==> config.mk <==
export PLATFORM = sky130hd
export DESIGN_NAME = ex_muldiv_seq
export DESIGN_NICKNAME = d
export VERILOG_FILES = /design/src/rtl/riscv_pkg.sv /design/src/rtl/muldiv_core.sv /design/src/rtl/ex_muldiv_seq.sv
export SDC_FILE = /design/constraint.sdc
export NUM_CORES = 1
export LEC_CHECK = 0
export BUFFER_PORTS_ARGS = -buffer_cell sky130_fd_sc_hd__buf_2
export CAP_MARGIN = 10
export CORE_MARGIN = 10
export CORE_UTILIZATION = 47
export DETAILED_ROUTE_END_ITERATION = 12
export PLACE_DENSITY = 0.65
export SLEW_MARGIN = 20
export SYNTH_ARGS = -nofsm -noshare
export SYNTH_HDL_FRONTEND = slang
export SYNTH_SLANG_ARGS = --single-unit
export TNS_END_PERCENT = 50
==> constraint.sdc <==
create_clock -name clk -period 6.3 [get_ports clk]
set_input_delay 0.315 -clock clk [delete_from_list [all_inputs] [get_ports clk]]
set_output_delay 0.315 -clock clk [all_outputs]
set_load 0.005 [all_outputs]
==> src/rtl/riscv_pkg.sv <==
// Shared RV32M decode constants, operation/state enums and helpers for the
// execute-stage multiply/divide sequencer.
package riscv_pkg;
  localparam int XLEN_DEFAULT = 32;

  localparam logic [6:0] OPC_OP    = 7'b0110011;
  localparam logic [6:0] F7_MULDIV = 7'b0000001;

  // Values are the funct3 encodings
  typedef enum logic [2:0] {
    OP_MUL    = 3'd0,
    OP_MULH   = 3'd1,
    OP_MULHSU = 3'd2,
    OP_MULHU  = 3'd3,
    OP_DIV    = 3'd4,
    OP_DIVU   = 3'd5,
    OP_REM    = 3'd6,
    OP_REMU   = 3'd7
  } muldiv_op_e;

  typedef enum logic [1:0] {
    MD_IDLE,
    MD_CALC,
    MD_DONE
  } md_state_e;

  function automatic logic op_is_div(input muldiv_op_e op);
    return op inside {OP_DIV, OP_DIVU, OP_REM, OP_REMU};
  endfunction
endpackage

==> src/rtl/muldiv_core.sv <==
// Iterative radix-2 datapath: unsigned shift-add multiply or restoring divide,
// one iteration per asserted step. Operands are magnitudes; hi:lo is product,
// or hi = remainder / lo = quotient after XLEN steps.
module muldiv_core
  import riscv_pkg::*;
#(
  parameter int XLEN = XLEN_DEFAULT
) (
  input  logic            clk,
  input  logic            rst_n,
  input  logic            load,
  input  logic            step,
  input  logic            is_div,
  input  logic [XLEN-1:0] a,
  input  logic [XLEN-1:0] b,
  output logic [XLEN-1:0] hi,
  output logic [XLEN-1:0] lo
);
  logic [XLEN-1:0] hi_q, lo_q, b_q;
  logic            div_q;
  logic [XLEN:0]   add_sum;
  logic [XLEN+1:0] trial;
  logic            unused_trial;

  assign add_sum = {1'b0, hi_q} + (lo_q[0] ? {1'b0, b_q} : '0);
  // Partial remainder shifted in with the next dividend bit, minus divisor; MSB is the borrow
  assign trial = {1'b0, hi_q, lo_q[XLEN-1]} - {2'b00, b_q};
  // Without a borrow the difference is below the divisor, so bit XLEN is always clear
  assign unused_trial = trial[XLEN];

  always_ff @(posedge clk or negedge rst_n) begin
    if (!rst_n) begin
      hi_q  <= '0;
      lo_q  <= '0;
      b_q   <= '0;
      div_q <= 1'b0;
    end else if (load) begin
      hi_q  <= '0;
      lo_q  <= a;
      b_q   <= b;
      div_q <= is_div;
    end else if (step) begin
      if (div_q) begin
        if (!trial[XLEN+1]) begin
          hi_q <= trial[XLEN-1:0];
          lo_q <= {lo_q[XLEN-2:0], 1'b1};
        end else begin
          hi_q <= {hi_q[XLEN-2:0], lo_q[XLEN-1]};
          lo_q <= {lo_q[XLEN-2:0], 1'b0};
        end
      end else begin
        {hi_q, lo_q} <= {add_sum, lo_q[XLEN-1:1]};
      end
    end
  end

  assign hi = hi_q;
  assign lo = lo_q;
endmodule

==> src/rtl/ex_muldiv_seq.sv <==
// RV32M execute-stage sequencer: decode, FSM, sign handling, special cases, stall.
// Optional MULDIV_FAST_MUL_EN: single-cycle combinational multiply for MUL/MULH*.
module ex_muldiv_seq
  import riscv_pkg::*;
#(
  parameter int XLEN = XLEN_DEFAULT
) (
  input  logic            clk,
  input  logic            rst_n,
  input  logic [31:0]     inst,
  input  logic            inst_valid,
  input  logic            flush,
  input  logic [XLEN-1:0] rs1_data,
  input  logic [XLEN-1:0] rs2_data,
  output logic            stall,
  output logic [XLEN-1:0] result,
  output logic            result_valid,
  output logic            busy
);
  localparam int            CW   = $clog2(XLEN);
  localparam logic [CW-1:0] LAST = CW'(XLEN - 1);

  md_state_e       state, state_nx;
  muldiv_op_e      op_in, op_q;
  logic [CW-1:0]   cnt;
  logic            is_md, start, special, load, step, in_div;
  logic            s1, s2, neg_q, rsign_q, use_q;
  logic [XLEN-1:0] mag1, mag2, special_val, result_q, fin, core_hi, core_lo;
  logic            unused_bits;

  // Sign fix-up and word select shared by the iterative and single-cycle paths
  function automatic logic [XLEN-1:0] md_select(input muldiv_op_e op, input logic neg,
                                                input logic rsign, input logic [XLEN-1:0] hi,
                                                input logic [XLEN-1:0] lo);
    logic [2*XLEN-1:0] p;
    p = neg ? -{hi, lo} : {hi, lo};
    case (op)
      OP_MUL:                       return p[XLEN-1:0];
      OP_MULH, OP_MULHSU, OP_MULHU: return p[2*XLEN-1:XLEN];
      OP_DIV, OP_DIVU:              return neg ? -lo : lo;
      default:                      return rsign ? -hi : hi;
    endcase
  endfunction

  assign op_in       = muldiv_op_e'(inst[14:12]);
  assign in_div      = op_is_div(op_in);
  assign is_md       = inst_valid && (inst[6:0] == OPC_OP) && (inst[31:25] == F7_MULDIV);
  assign start       = is_md && !flush && (state == MD_IDLE);
  // Gated by rst_n so the hold releases the moment reset asserts
  assign stall       = rst_n && is_md && !flush && (state != MD_DONE);
  assign busy        = (state != MD_IDLE);
  assign unused_bits = ^{inst[24:15], inst[11:7]};

  assign s1   = rs1_data[XLEN-1] && (op_in inside {OP_MULH, OP_MULHSU, OP_DIV, OP_REM});
  assign s2   = rs2_data[XLEN-1] && (op_in inside {OP_MULH, OP_DIV, OP_REM});
  assign mag1 = s1 ? -rs1_data : rs1_data;
  assign mag2 = s2 ? -rs2_data : rs2_data;

`ifdef MULDIV_FAST_MUL_EN
  logic [2*XLEN-1:0] fast_prod;
  assign fast_prod = {{XLEN{1'b0}}, mag1} * {{XLEN{1'b0}}, mag2};
`endif

  always_comb begin
    special     = 1'b0;
    special_val = '0;
    if (in_div) begin
      if (rs2_data == '0) begin
        special     = 1'b1;
        special_val = (op_in inside {OP_DIV, OP_DIVU}) ? '1 : rs1_data;
      end else if ((op_in inside {OP_DIV, OP_REM}) && (rs2_data == '1) &&
                   (rs1_data == {1'b1, {(XLEN-1){1'b0}}})) begin
        special     = 1'b1;
        special_val = (op_in == OP_DIV) ? rs1_data : '0;
      end
    end
`ifdef MULDIV_FAST_MUL_EN
    else begin
      special     = 1'b1;
      special_val = md_select(op_in, s1 ^ s2, s1, fast_prod[2*XLEN-1:XLEN], fast_prod[XLEN-1:0]);
    end
`endif
  end

  always_comb begin
    state_nx = state;
    load     = start;
    step     = 1'b0;
    case (state)
      MD_IDLE: if (start) state_nx = special ? MD_DONE : MD_CALC;
      MD_CALC: begin
        step = 1'b1;
        if (cnt == LAST) state_nx = MD_DONE;
      end
      MD_DONE: state_nx = MD_IDLE;
      default: state_nx = MD_IDLE;
    endcase
    if (flush) state_nx = MD_IDLE;
  end

  always_ff @(posedge clk or negedge rst_n) begin
    if (!rst_n) begin
      state    <= MD_IDLE;
      cnt      <= '0;
      op_q     <= OP_MUL;
      neg_q    <= 1'b0;
      rsign_q  <= 1'b0;
      use_q    <= 1'b0;
      result_q <= '0;
    end else begin
      state <= state_nx;
      if (start) begin
        cnt     <= '0;
        op_q    <= op_in;
        neg_q   <= s1 ^ s2;
        rsign_q <= s1;
        use_q   <= special;
        if (special) result_q <= special_val;
      end else if (state == MD_CALC) begin
        cnt <= cnt + 1'b1;
      end
      if (result_valid) result_q <= result;
    end
  end

  muldiv_core #(.XLEN(XLEN)) u_core (
    .clk    (clk),
    .rst_n  (rst_n),
    .load   (load),
    .step   (step),
    .is_div (in_div),
    .a      (mag1),
    .b      (mag2),
    .hi     (core_hi),
    .lo     (core_lo)
  );

  assign result_valid = (state == MD_DONE) && !flush;
  assign fin          = md_select(op_q, neg_q, rsign_q, core_hi, core_lo);
  assign result       = (result_valid && !use_q) ? fin : result_q;
endmodule

==> impl_results.md <==
* Largest net degree at the start of global routing at 83
* # port buffers at 119
* Worst hold path class: primary input to register
* Leading area contributor after synthesis: dfrtp_1
* Total grt overflow at 0
* Diodes inserted at 0
* Yosys warns at 0
* Fill cells at 3053
* Pwr Total at 2210 uW
* Final setup vio count at 0
* First drt pass iteration count at 6
* Worst-path fanout max at 20
* Later-pin clock latency in the skew report at 0.45 ns
* DR iter-0 viols at 2250
* GPL Wtd Cong at 0.992
* Post-synth cell types at 83
* Place WS at 2.12 ns
* Total GRT Usage at 28.6%
* H-tree depth at 4
* Global-route wire length before repair at 87.6 mm
* Syn nets at 2188
* Leak pwr at 0.00673 uW
* WL final at 57.4 mm
* Rows at 65
* Period utilization at 75.2%
* Ys async rst share at 100%
* WL met1 at 26.0 mm
* Endpoints failing hold at 0
* Area grow syn2layout at 9.22%
* Sink of the worst hold path: state[0]$_DFFE_PN0P_
* NetSw at roughly 600 uW
* Clk buf depth at 2
* Flip-flop and latch area at approximately 3600 sq um
* Detailed placement HPWL at 43.5 mm
* PnR worst setup slack at about 1.6 ns
* Hold path cells at 2
* Reg2reg setup slack at 2.00 ns
* Routed len/inst at 23.4 microns
* Switch share at 27.0%
* R2R Path End: u_core.hi[28]$_DFFE_PN0P_
* Mapped Cells at 2015
* Area of the multi-input gates at 10600 sq um
* Pwr Density at 135 nW/um^2
* DR vias at between 15k and 20k
* Initial Util at 47.4%
* Initial antenna violation count at 1
* Max Clock Freq at 211 MHz
* Io pins at 135
* Logic gate share of total power at 9.9%
* Period minus WS final at 4.73 ns
* Flop pwr share at 42.1%
* R2r worst-path depth at 12
* Vias per Instance at 6.56
* Total clock sinks at 142
* Critical path type: register to output port
* Final Core Density at between 50% and 60%
* Clock Tree Root: clkbuf_16
* Die height at 198 microns
* Met2 wire length at 24.9 mm
* Worst Skew at 0.0223 ns
* Worst Min Path Start: flush
* Num CTS Buffers at 17
* Antenna-violating nets left at 0
* Synth Flop Type: dfrtp_1
* Flops & latches, synth at between 100 and 150
* Fin nets at 2209
* Post-synth EDFFs at 0
* Status: finished, final reports clean
* Worst-Margin Slew at 0.997 ns
* Clk slew on worst S/H paths at 0.06 ns
* Vias in the first global route at 14.7k
* Area share of the largest cell type after synthesis at about a quarter
* DRC violations left at 0
* Crit start category: register
* Clock power frac at between 40% and 50%
* Die Span X at 198 microns
* Register area share after synthesis at 23.8%
* Crit. End Element: output port
* Met3 Wirelength at 5.18 mm
* Ranking of synthesized cells by area: dfrtp_1 24%, o21ai_0 6.4%, nand2_1 6.0%
* Max Used Layer: met5
* Max Slew Vio Count at 0
* Cell Int Power at around 1600 uW
* Max_cap viols at 0
* Worst r2r src: u_core.lo[0]$_DFFE_PN0P_
* Worst EP arrival at 4.42 ns
* Layout cell share with drive strength beyond 1 at a little over a tenth
* Setup_tns at 0 ns
* CORE AREA at 31500 sq um
* Peak VDD IR at 0.151 mV
* Synthesized area per cell at 7.41 sq um
* Die area at 39300 sq um
* CTS tree: done
* Slew HR at 32.8%
* Cell Area, Synth at 14900 sq um
* RSZ-0062 raised after global routing: no
* CP required at 5.98 ns
==> critical path, stage by stage (launching register included) <==
cell,delay (ns)
dfrtp_1,0.53
inv_1,0.41
buf_4,0.36
ha_1,0.37
nand3_1,0.11
buf_4,0.21
or4_1,0.64
o22ai_1,0.21
a21oi_1,0.09
a211oi_1,0.67
a21o_1,0.22
buf_2,0.14
==> Yosys cell counts (7+ instances only) <==
cell      instances
clkbuf_1        122
and3_1           16
and2_1            7
o31ai_1          29
or3_1            30
nand2b_1         33
o221ai_1         11
nand3_1          45
o311ai_0         10
o211a_1          10
or4_1            13
a211oi_1         23
o41ai_1          11
dfrtp_1         142
a22oi_1          15
buf_1             9
o211ai_1         39
a221oi_1          9
ha_1             71
o21bai_1         10
o21ai_0         190
nand2_1         237
or2_2            12
nor4_1           20
a221o_1           7
mux2i_1          39
o22ai_1          21
nor2_1          185
o31a_1           12
a21oi_1         138
inv_1            66
a31oi_1          26
o21a_1           28
a21boi_0          8
xnor2_1          90
nand4_1          20
xor2_1           81
nor3_1           49
a21o_1           30
nor2b_1          13
==> how the worst max path moves through the flow <==
| stage | start | to | slack (ns) | depth (start not counted) |
|---|---|---|---|---|
| 2_1_floorplan | u_core.lo[0]$_DFFE_PN0P_ | u_core.hi[28]$_DFFE_PN0P_ | 2.91 | 13 |
| 3_3_place_gp | u_core.lo[0]$_DFFE_PN0P_ | u_core.hi[28]$_DFFE_PN0P_ | 2.15 | 12 |
| 3_5_place_dp | u_core.lo[0]$_DFFE_PN0P_ | u_core.hi[28]$_DFFE_PN0P_ | 2.12 | 12 |
| 4_1_cts | u_core.lo[0]$_DFFE_PN0P_ | result[8] | 1.71 | 11 |
| 5_1_grt | u_core.lo[0]$_DFFE_PN0P_ | result[8] | 1.42 | 11 |
| 6_report | u_core.lo[0]$_DFFE_PN0P_ | result[8] | 1.57 | 11 |
==> cell families (layout without fill, tap and decap cells) <==
logic type | after synthesis | in the layout | share of synthesized area, %
buffers and inverters | 205 | 239 | 5.25
adder cells (fa/ha/maj) | 73 | 73 | 6.22
multiplexers | 44 | 44 | 2.99
XOR/XNOR | 171 | 171 | 10.0
AO/OA/AOI/OAI | 669 | 669 | 28.9
flip-flops | 142 | 142 | 23.8
AND/OR/NAND/NOR | 711 | 711 | 22.8
==> what timing repair did <==
item | CTS | global route
resized for setup | 0 | 0
setup buffers | 0 | 0
hold endpoints to repair | 80 | 0
hold buffers | 1 | 0
==> power groups by stage <==
stage	Sequential [uW]	Clock [uW]	Combinational, uW
floorplan	943	0	104
global placement	945	0	213
detailed placement	945	0	216
CTS	928	1070	217
global route	929	1100	239
finish	928	1060	218
==> per-layer routing <==
| layer | vias to the layer above | track usage (%) |
|---|---|---|
| li1 | 7393 | - |
| met1 | 7784 | 41.0 |
| met2 | 817 | 42.2 |
| met3 | 90 | 5.42 |
| met4 | 2 | 8.63 |
| met5 | - | 0 |
==> per-stage QoR <==
step	cell area, sq um	cells	hold WS (ns)
floorplan	14900	2015	0.0194
global placement	15700	2417	0.423
detailed placement	15700	2417	0.433
CTS	16300	2450	0.0766
global route	16300	2451	0.0954
finish	16300	2451	0.0852
==> sequential cells by signal (all words and copies together) (netlist names), 2 cells and up <==
name,flops
u_core.b_q,32
u_core.hi,32
cnt,5
u_core.lo,32
op_q,3
state,2
result_q,32
==> cell type report <==
type                            count  share of cell area [%]
Sequential cell                   142                    21.8
Timing Repair Buffer              140                    4.67
Inverter                           67                    1.54
Clock buffer                       20                    2.80
Clock inverter                     12                   0.828
Multi-Input combinational cell   1668                    65.3
Tap cell                          402                    3.08
==> placed cells by master (no fill, tap or decap), drive strengths merged, types with 13 or more instances in the layout <==
master / instances
o21ai: 193
buf: 139
a211oi: 23
nor2b: 13
nor3: 51
dfrtp: 142
a21oi: 138
mux2i: 39
clkbuf: 20
a21o: 30
or4: 14
and3: 16
or3: 30
nand3: 45
nor2: 185
inv: 69
nand2b: 33
o22ai: 21
xor2: 81
nor4: 24
a22oi: 15
a31oi: 26
ha: 71
o211ai: 39
o21a: 28
nand4: 20
o31ai: 29
or2: 13
nand2: 237
xnor2: 90
No activity file was read; power rests on OpenSTA's default activity.
